--- config.mk ---
export PLATFORM = sky130hd
export DESIGN_NAME = fifo_uart_tx
export DESIGN_NICKNAME = d
export VERILOG_FILES = /design/src/rtl/fifo_uart_tx.sv
export SDC_FILE = /design/constraint.sdc
export NUM_CORES = 1
export LEC_CHECK = 0
export ABC_AREA = 1
export CORE_UTILIZATION = 51
export CTS_BUF_LIST = sky130_fd_sc_hd__clkbuf_2 sky130_fd_sc_hd__clkbuf_4 sky130_fd_sc_hd__clkbuf_8
export CTS_CLUSTER_DIAMETER = 60
export DETAILED_ROUTE_END_ITERATION = 8
export HOLD_SLACK_MARGIN = 0.03
export PLACE_DENSITY = 0.75
export SLEW_MARGIN = 5
export SYNTH_ARGS = -nofsm -noshare
export SYNTH_HDL_FRONTEND = slang
export SYNTH_SLANG_ARGS = --single-unit
export TNS_END_PERCENT = 50
--- constraint.sdc ---
create_clock -name clk -period 1.4 [get_ports clk]
set_input_delay 0.28 -clock clk [delete_from_list [all_inputs] [get_ports clk]]
set_output_delay 0.28 -clock clk [all_outputs]
set_load 0.005 [all_outputs]
--- src/rtl/fifo_uart_tx.sv ---
// FIFO drain stage: pops one word at a time and sends it as an asynchronous serial
// frame: start bit, LSB-first data, optional even parity, then stop bits.
module fifo_uart_tx #(
    parameter int DATA_SIZE    = 8,
    parameter int CLKS_PER_BIT = 16,
    parameter int PARITY_EN    = 0,
    parameter int STOP_BITS    = 1
) (
    input  logic                 clk,
    input  logic                 rst,
    input  logic                 enable,
    input  logic                 fifo_empty,
    input  logic [DATA_SIZE-1:0] fifo_data,
    output logic                 fifo_pop,
    output logic                 tx,
    output logic                 busy,
    output logic                 done
);

    localparam int CW   = $clog2(CLKS_PER_BIT);
    localparam int BMAX = (DATA_SIZE > STOP_BITS) ? DATA_SIZE : STOP_BITS;
    localparam int BW   = (BMAX > 1) ? $clog2(BMAX) : 1;

    localparam logic [CW-1:0] CLK_LAST  = CW'(CLKS_PER_BIT - 1);
    localparam logic [CW-1:0] CLK_ONE   = CW'(1);
    localparam logic [BW-1:0] DATA_LAST = BW'(DATA_SIZE - 1);
    localparam logic [BW-1:0] STOP_LAST = BW'(STOP_BITS - 1);
    localparam logic [BW-1:0] BIT_ONE   = BW'(1);

    localparam logic [2:0] S_IDLE   = 3'd0;
    localparam logic [2:0] S_START  = 3'd1;
    localparam logic [2:0] S_DATA   = 3'd2;
    localparam logic [2:0] S_PARITY = 3'd3;
    localparam logic [2:0] S_STOP   = 3'd4;

    logic [2:0]           state_q,   state_d;
    logic [CW-1:0]        clk_cnt_q, clk_cnt_d;
    logic [BW-1:0]        bit_cnt_q, bit_cnt_d;
    logic [DATA_SIZE-1:0] shift_q,   shift_d;
    logic                 parity_q,  parity_d;
    logic                 tx_q,      tx_d;
    logic                 clk_wrap;
    logic                 last_stop;

    assign clk_wrap  = (clk_cnt_q == CLK_LAST);
    assign last_stop = (state_q == S_STOP) && clk_wrap && (bit_cnt_q == STOP_LAST);

    assign fifo_pop = rst & enable & ~fifo_empty & ((state_q == S_IDLE) | last_stop);
    assign done     = last_stop;
    assign busy     = (state_q != S_IDLE);
    assign tx       = tx_q;

    always_comb begin
        state_d   = state_q;
        clk_cnt_d = clk_cnt_q;
        bit_cnt_d = bit_cnt_q;
        shift_d   = shift_q;
        parity_d  = parity_q;

        if (state_q != S_IDLE) begin
            clk_cnt_d = clk_wrap ? '0 : clk_cnt_q + CLK_ONE;
        end

        case (state_q)
            S_IDLE: ;
            S_START: begin
                if (clk_wrap) state_d = S_DATA;
            end
            S_DATA: begin
                if (clk_wrap) begin
                    shift_d = shift_q >> 1;
                    if (bit_cnt_q == DATA_LAST) begin
                        bit_cnt_d = '0;
                        state_d   = (PARITY_EN != 0) ? S_PARITY : S_STOP;
                    end else begin
                        bit_cnt_d = bit_cnt_q + BIT_ONE;
                    end
                end
            end
            S_PARITY: begin
                if (clk_wrap) state_d = S_STOP;
            end
            S_STOP: begin
                if (clk_wrap) begin
                    if (bit_cnt_q == STOP_LAST) begin
                        bit_cnt_d = '0;
                        state_d   = S_IDLE;
                    end else begin
                        bit_cnt_d = bit_cnt_q + BIT_ONE;
                    end
                end
            end
            default: state_d = S_IDLE;
        endcase

        // A pop only happens in IDLE or the final stop cycle; it overrides both with a fresh frame.
        if (fifo_pop) begin
            shift_d   = fifo_data;
            parity_d  = ^fifo_data;
            state_d   = S_START;
            clk_cnt_d = '0;
            bit_cnt_d = '0;
        end

        case (state_d)
            S_START:  tx_d = 1'b0;
            S_DATA:   tx_d = shift_d[0];
            S_PARITY: tx_d = parity_d;
            default:  tx_d = 1'b1;
        endcase
    end

    always_ff @(posedge clk or negedge rst) begin
        if (!rst) begin
            state_q   <= S_IDLE;
            clk_cnt_q <= '0;
            bit_cnt_q <= '0;
            shift_q   <= '0;
            parity_q  <= 1'b0;
            tx_q      <= 1'b1;
        end else begin
            state_q   <= state_d;
            clk_cnt_q <= clk_cnt_d;
            bit_cnt_q <= bit_cnt_d;
            shift_q   <= shift_d;
            parity_q  <= parity_d;
            tx_q      <= tx_d;
        end
    end

endmodule

==> results.py, run 1 <==
metrics = {
    "clock_tree": {
        "cts_tree": "yes",
        "h-tree-depth": 1,
        "path_clk_slew_ns": 0.14,
        "clockRootBuffer": "clkbuf_4",
        "clockBufferDepth": 2,
        "clk_latency_ns": 0.33,
        "holdBufCountCts": 0,
        "clock_sink_count": 20,
        "cts_inserted_buffers": 3,
    },
    "cells_and_area": {
        "final_cell_area_um2": 2180,
        "area_delta_synth_final_pct": 68.9,
        "fill_cells": 66,
        "layout-drive-gt1-share": 0.407,
        "antenna_cells": 0,
        "nets": 275,
        "final_util": 0.949,
    },
    "die": {
        "fp.dieH_um": 52.3,
        "core-area_um2": 2300,
        "dieWidth_um": 52.3,
        "rows": 17,
        "dieArea_um2": 2740,
        "ios": 16,
        "start_util": 0.562,
    },
    "routing": {
        "viasPerCell": 6.13,
        "drt-total-wl_um": 5920,
        "drcViolationCount": 0,
        "first_iter_violations": 132,
        "drt_first_pass_iters": 5,
        "final_antenna_net_count": 0,
        "avgRoutedWirePerCell_um": 20.7,
        "vias": 1752,
    },
    "yosys": {
        "synth_edf_count": 0,
        "async_reset_ff_frac": 1.00,
        "synth_adder_area_share": 0.0388,
        "ys_seq_area_frac": 0.389,
        "yosysTopAreaCellShare": 0.368,
        "yosys_warnings": 0,
        "synth_area_per_cell_um2": 6.87,
        "synth.distinct_cells": 25,
        "synth_cells": 188,
        "yosys.area_share.simple": 0.391,
        "synth_compound_area_frac": 0.0727,
        "synthTopCellsByArea": "dfrtp_1 (37%), nand2_1 (22%), inv_1 (8.1%), nand3_1 (4.7%), ha_1 (3.9%)",
        "synthFlopType": "dfrtp_1",
        "synth_top_family_by_area": "simple AND/OR/NAND/NOR gates",
        "syn_nets": 204,
        "muxShareOfSynthArea": 0,
        "synth.cell_area_um2": 1290,
        "synth_top_area_cell": "dfrtp_1",
        "ys_ff_latch": 20,
        "synth_xor_area_frac": 0.0136,
    },
    "worst_setup_path": {
        "crit_path_top_delay_cell": "dfrtp_1",
        "rr_startpoint": "bit_cnt_q[0]",
        "worst_setup_path_end_kind": "primary output",
        "r2r_cells": 12,
        "max_stage_delay_ns": 0.42,
        "worstPathArrival_ns": 1.66,
        "timing.rr.end": "shift_q[4]",
        "path_cells": "inv_2 -> ha_4 -> inv_2 -> nor2_4 -> nand3_4 -> buf_6 -> a21oi_4 -> buf_2",
        "setup.worst_path.start": "bit_cnt_q[0]",
        "crit_fanout": 2,
        "rrSetupSlack_ns": -0.38,
        "start_kind": "flip-flop",
        "setup.worst_path.class": "flip-flop to primary output",
        "timing.critical_path.to": "fifo_pop",
        "crit_path_frequent_cell": "inv_2",
        "cp.required_ns": 1.12,
    },
    "global_route": {
        "antenna_found_initial": 0,
        "grt_remaining_overflow": 0,
        "grt_first_pass_wirelength_um": 6910,
        "grt_max_degree": 21,
        "grt_usage": 0.356,
        "grt_pass1_vias": 1637,
    },
    "pwr": {
        "leakagePower_nw": 1.11,
        "peakVddDrop_v": 0.000514,
        "p_per_area_nw_per_um2": 710,
    },
    "sta": {
        "setup_viol": 23,
        "worst_pin_slew_ns": 0.320,
        "fin_ws_ns": -0.538,
        "hold_viol": 0,
        "fin_crit_sh": 1.38,
        "min_period_ns": 1.94,
        "slew_viol_final": 0,
        "rsz0062_at_grt": "true",
        "finClkSkew_ns": 0.00882,
        "fmax_mhz": 516,
        "slew_headroom": 0.784,
    },
    "place": {
        "place.port_buffers": 15,
        "gp_congestion": 0.875,
        "dp_hpwl_um": 2540,
        "dp_slack_ns": -0.594,
        "place_area_um2": 1750,
    },
    "job": {
        "drv_cap": 0,
    },
    "run_status": {
        "outcome": "complete, but fails checks",
        "violations": "negative setup slack",
    },
    "worst_hold_path": {
        "hold_class": "input port to async pin",
    },
}
-- registers in the layout, indices dropped and copies added, names as in the netlist --
| register | count |
|---|---|
| shift_q | 8 |
| clk_cnt_q | 4 |
| bit_cnt_q | 3 |
| state_q | 3 |
| parity_q | 1 |
| tx | 1 |
-- power by group --
group	switching [mW]	internal, mW
registers	0.0145	0.597
clock network	0.220	0.290
logic	0.225	0.202
total	0.460	1.09
-- how the worst min path moves through the flow --
stage / end / slack, ns / cells after the start
after floorplan: bit_cnt_q[0] / -0.02 / 0
after global placement: shift_q[4] / 0.47 / 2
after detailed placement: shift_q[3] / 0.47 / 2
after CTS: shift_q[3] / 0.35 / 2
after global routing: bit_cnt_q[1] / 0.38 / 2
final: shift_q[2] / 0.38 / 2
-- metrics by stage --
step | TNS [ns] | cells | total power [mW] | hold WS [ns]
2_1_floorplan | -0.0506 | 188 | 0.739 | -0.0156
3_3_place_gp | -3.90 | 264 | 0.870 | 0.467
3_5_place_dp | -5.01 | 264 | 0.886 | 0.473
4_1_cts | -3.12 | 278 | 1.40 | 0.350
5_1_grt | -7.85 | 286 | 1.59 | 0.381
6_report | -6.47 | 286 | 1.55 | 0.379
-- per-layer routing --
layer  up-vias  wire length, um  global-route usage
li1        729                -                   -
met1       812             2010               0.345
met2       158             2810               0.658
met3        53              586              0.0580
met4         0              513               0.272
met5         -                0                   0
-- synth_stat cells (2+ instances only) --
library cell and number:
ha_1 4, dfrtp_1 19, and2_1 2, nand2_1 74
a21oi_1 5, nand3_1 12, nor2_1 12, nand2_2 2
nand4_1 3, inv_1 28, nand3_2 3, o21ai_1 3
nor3_1 2, inv_2 3, o21ai_0 6
-- layout make-up --
| cell class | instances | area, um^2 | share of cell area |
|---|---|---|---|
| sequential | 20 | 502 | 0.230 |
| clock buffer | 3 | 22.5 | 0.0103 |
| multi-input combinational | 136 | 871 | 0.399 |
| tap | 28 | 35.0 | 0.0161 |
| clock inverter | 1 | 30.0 | 0.0138 |
| inverter | 31 | 124 | 0.0568 |
| timing repair buffer | 67 | 597 | 0.274 |
-- worst max-delay path, delay by kind of cell (launching register included) --
kind	cells	cell delay (ns)
buf+inv	4	0.42
fa+ha+maj	1	0.14
compound gates	1	0.12
flops	1	0.42
simple gates	2	0.23
-- layout by cell type (no fill, tap or decap) --
cell type        Yosys  layout
inv_4                0       3
buf_4                1      36
and2_4               0       1
clkbuf_4             0       3
dfrtp_1             19      19
nand3_1             12      12
a21oi_4              0       1
and2_1               2       1
a21oi_2              1       4
o21ai_4              0       1
o22ai_2              0       1
a21oi_1              5       1
inv_2                3       7
dlygate4sd2_1        0       1
nand2_1             74      65
nor3_1               2       2
o221ai_2             0       1
buf_2                0       1
xor2_1               1       1
nor3_4               1       2
nand2_2              2       8
o21ai_2              0       4
nand2_8              0       2
nor2_4               0       1
nor2_1              12      11
xnor2_1              1       1
clkdlybuf4s50_1      0      11
nand3_4              0       3
nand2_4              1       2
ha_4                 0       4
nand4_1              3       3
dfstp_2              1       1
o21ai_1              3       2
buf_6                0      18
bufinv_16            0       1
o21ai_0              6       2
inv_1               28      21
-- timing repair --
item	in CTS	in global routing
pin swaps	8	15
setup buffers	10	12
setup endpoints to repair	21	23
gates resized for setup	45	41
-- cell families (layout without fill, tap and decap cells) --
group / count (synthesis) / after routing
compound gates: 17 / 17
simple gates: 113 / 113
flops: 20 / 20
buf+inv: 32 / 102
fa+ha+maj: 4 / 4
xor+xnor: 2 / 2
No activity file was read; power rests on OpenSTA's default activity.
==> run 2: changes to the inputs <==
Settings changed: CORE_UTILIZATION 51 to 35, PLACE_DENSITY 0.75 to 0.55.
==> run 2 against run 1 <==
The run still ends with negative setup slack left. Utilization down 36 points. Power down 12%. Wire length down 42%. Hold slack better by 0.040 ns. Setup slack better by 0.15 ns. Combinational power down 27%. Flip-flop and latch count unchanged. Sequential power down 0.8%. Die area up 44%. Global-route usage down 17 points. Clock skew down 0.0081 ns. Register-to-register slack about the same.
==> results.py, run 2 (synthesis results as in run 1) <==
metrics = {
    "clock_tree": {
        "clockRootBuffer": "clkbuf_8",
        "holdBufCountCts": 0,
        "h-tree-depth": 1,
        "clock_sink_count": 20,
        "cts_tree": "yes",
        "clockBufferDepth": 2,
        "clk_latency_ns": 0.25,
        "path_clk_slew_ns": 0.07,
        "cts_inserted_buffers": 3,
    },
    "worst_setup_path": {
        "crit_fanout": 2,
        "path_buf_inv": 4,
        "rrSetupSlack_ns": -0.37,
        "crit_path_frequent_cell": "inv_2",
        "path_cells": "inv_2 -> ha_4 -> inv_2 -> nor2_4 -> nand3_4 -> buf_6 -> a21oi_4 -> buf_2",
        "setup.worst_path.class": "flip-flop to primary output",
        "start_kind": "flip-flop",
        "rr_startpoint": "bit_cnt_q[1]",
        "max_stage_delay_ns": 0.40,
        "setup.worst_path.start": "bit_cnt_q[1]",
        "worstPathArrival_ns": 1.50,
        "crit_path_top_delay_cell": "dfrtp_1",
        "crit_family": "flip-flops",
        "worst_setup_path_end_kind": "primary output",
        "cp.required_ns": 1.12,
    },
    "run_status": {
        "violations": "negative setup slack",
        "outcome": "complete, but fails checks",
    },
    "routing": {
        "first_iter_violations": 56,
        "wl_met2_um": 1940,
        "viasPerCell": 4.67,
        "drt-total-wl_um": 3450,
        "final_antenna_net_count": 0,
        "avgRoutedWirePerCell_um": 11.4,
        "met3_length_um": 45,
        "vias": 1416,
        "drt_first_pass_iters": 4,
        "drcViolationCount": 0,
        "dr.max_layer_used": "met4",
        "drt-met1-wl_um": 1440,
    },
    "cells_and_area": {
        "largest_register_ffs": 8,
        "area_delta_synth_final_pct": 58.0,
        "layout-drive-gt1-share": 0.327,
        "instances_no_fill": 303,
        "final_cell_mix": "nand2_1 (72), buf_4 (43), inv_1 (23), dfrtp_1 (19), nand3_1 (12)",
        "final_common_cell": "nand2_1",
        "top_regs": "shift_q (8), clk_cnt_q (4)",
        "antenna_cells": 0,
        "final_cell_area_um2": 2040,
        "largest-register": "shift_q",
        "final_util": 0.593,
        "nets": 274,
    },
    "global_route": {
        "grt_first_pass_wirelength_um": 5930,
        "grt_remaining_overflow": 0,
        "grt_max_degree": 21,
        "grt_usage": 0.189,
        "antenna_found_initial": 0,
        "grt_pass1_vias": 1424,
    },
    "place": {
        "gp_congestion": 0.816,
        "place.port_buffers": 15,
        "dp_hpwl_um": 2510,
        "placedCellCount": 284,
        "dp_slack_ns": -0.619,
        "place_area_um2": 1780,
    },
    "pwr": {
        "p_per_area_nw_per_um2": 665,
        "peakVddDrop_v": 0.000292,
        "leakagePower_nw": 1.09,
    },
    "sta": {
        "fin_crit_sh": 1.27,
        "worst_pin_slew_ns": 0.299,
        "setup_tns_ns": -5.82,
        "min_period_ns": 1.78,
        "fmax_mhz": 560,
        "slew_headroom": 0.799,
        "hold_viol": 0,
        "fin_ws_ns": -0.385,
        "slew_viol_final": 0,
        "rsz0062_at_grt": "true",
        "setup_viol": 23,
        "finClkSkew_ns": 0.000755,
    },
    "die": {
        "fp.dieH_um": 62.7,
        "dieWidth_um": 62.7,
        "ios": 16,
        "rows": 21,
        "start_util": 0.375,
        "dieArea_um2": 3940,
        "core-area_um2": 3440,
    },
    "worst_hold_path": {
        "hold_class": "input port to async pin",
    },
    "job": {
        "drv_cap": 0,
    },
}
-- run 2: cell count changes in the layout (fill, tap and decap cells not counted), sizes merged --
| cell | previous run | this run |
|---|---|---|
| nand2 | 77 | 78 |
| clkbuf | 3 | 6 |
| bufinv | 1 | 0 |
| buf | 55 | 51 |
-- run 2: worst paths after layout --
path	end	depth (start not counted)
min in group clk	shift_q[3]	2
setup reg to reg	clk_cnt_q[2]	13
setup / recovery	fifo_pop	8
max in group asynchronous	tx	2
hold / removal	clk_cnt_q[1]	2
hold reg to reg	shift_q[3]	2
-- run 2: timing repair --
item,CTS,global route
buffers inserted,4,10
hold endpoints to repair,0,0
endpoints found under the setup margin,23,23
cloned,1,0
resized for setup,19,25
pin swaps,5,7
-- run 2: final cells by class --
class                      instances  area [um^2]
multi-input combinational        137          764
fill                             339         1400
inverter                          31          126
clock buffer                       4         55.1
timing repair buffer              65          536
tap                               46         57.6
sequential                        20          502
-- run 2: metrics by stage --
step	hold slack (ns)	power, mW
after CTS	0.419	1.34
after detailed placement	0.478	0.884
final	0.418	1.36
after global placement	0.470	0.872
after floorplan	-0.0156	0.739
after global routing	0.439	1.43
-- run 2: metal layers --
layer / GRT usage / vias up
met1: 0.205 / 671
met2: 0.374 / 17
li1: - / 726
met5: 0 / -
met4: 0.0727 / 0
met3: 0.0146 / 2
-- run 2: where the power goes --
group	total, mW	switching [mW]	leakage, nW	internal, mW
Clock	0.438	0.188	0.0288	0.250
Sequential	0.606	0.0102	0.225	0.596
Combinational	0.312	0.157	0.838	0.156
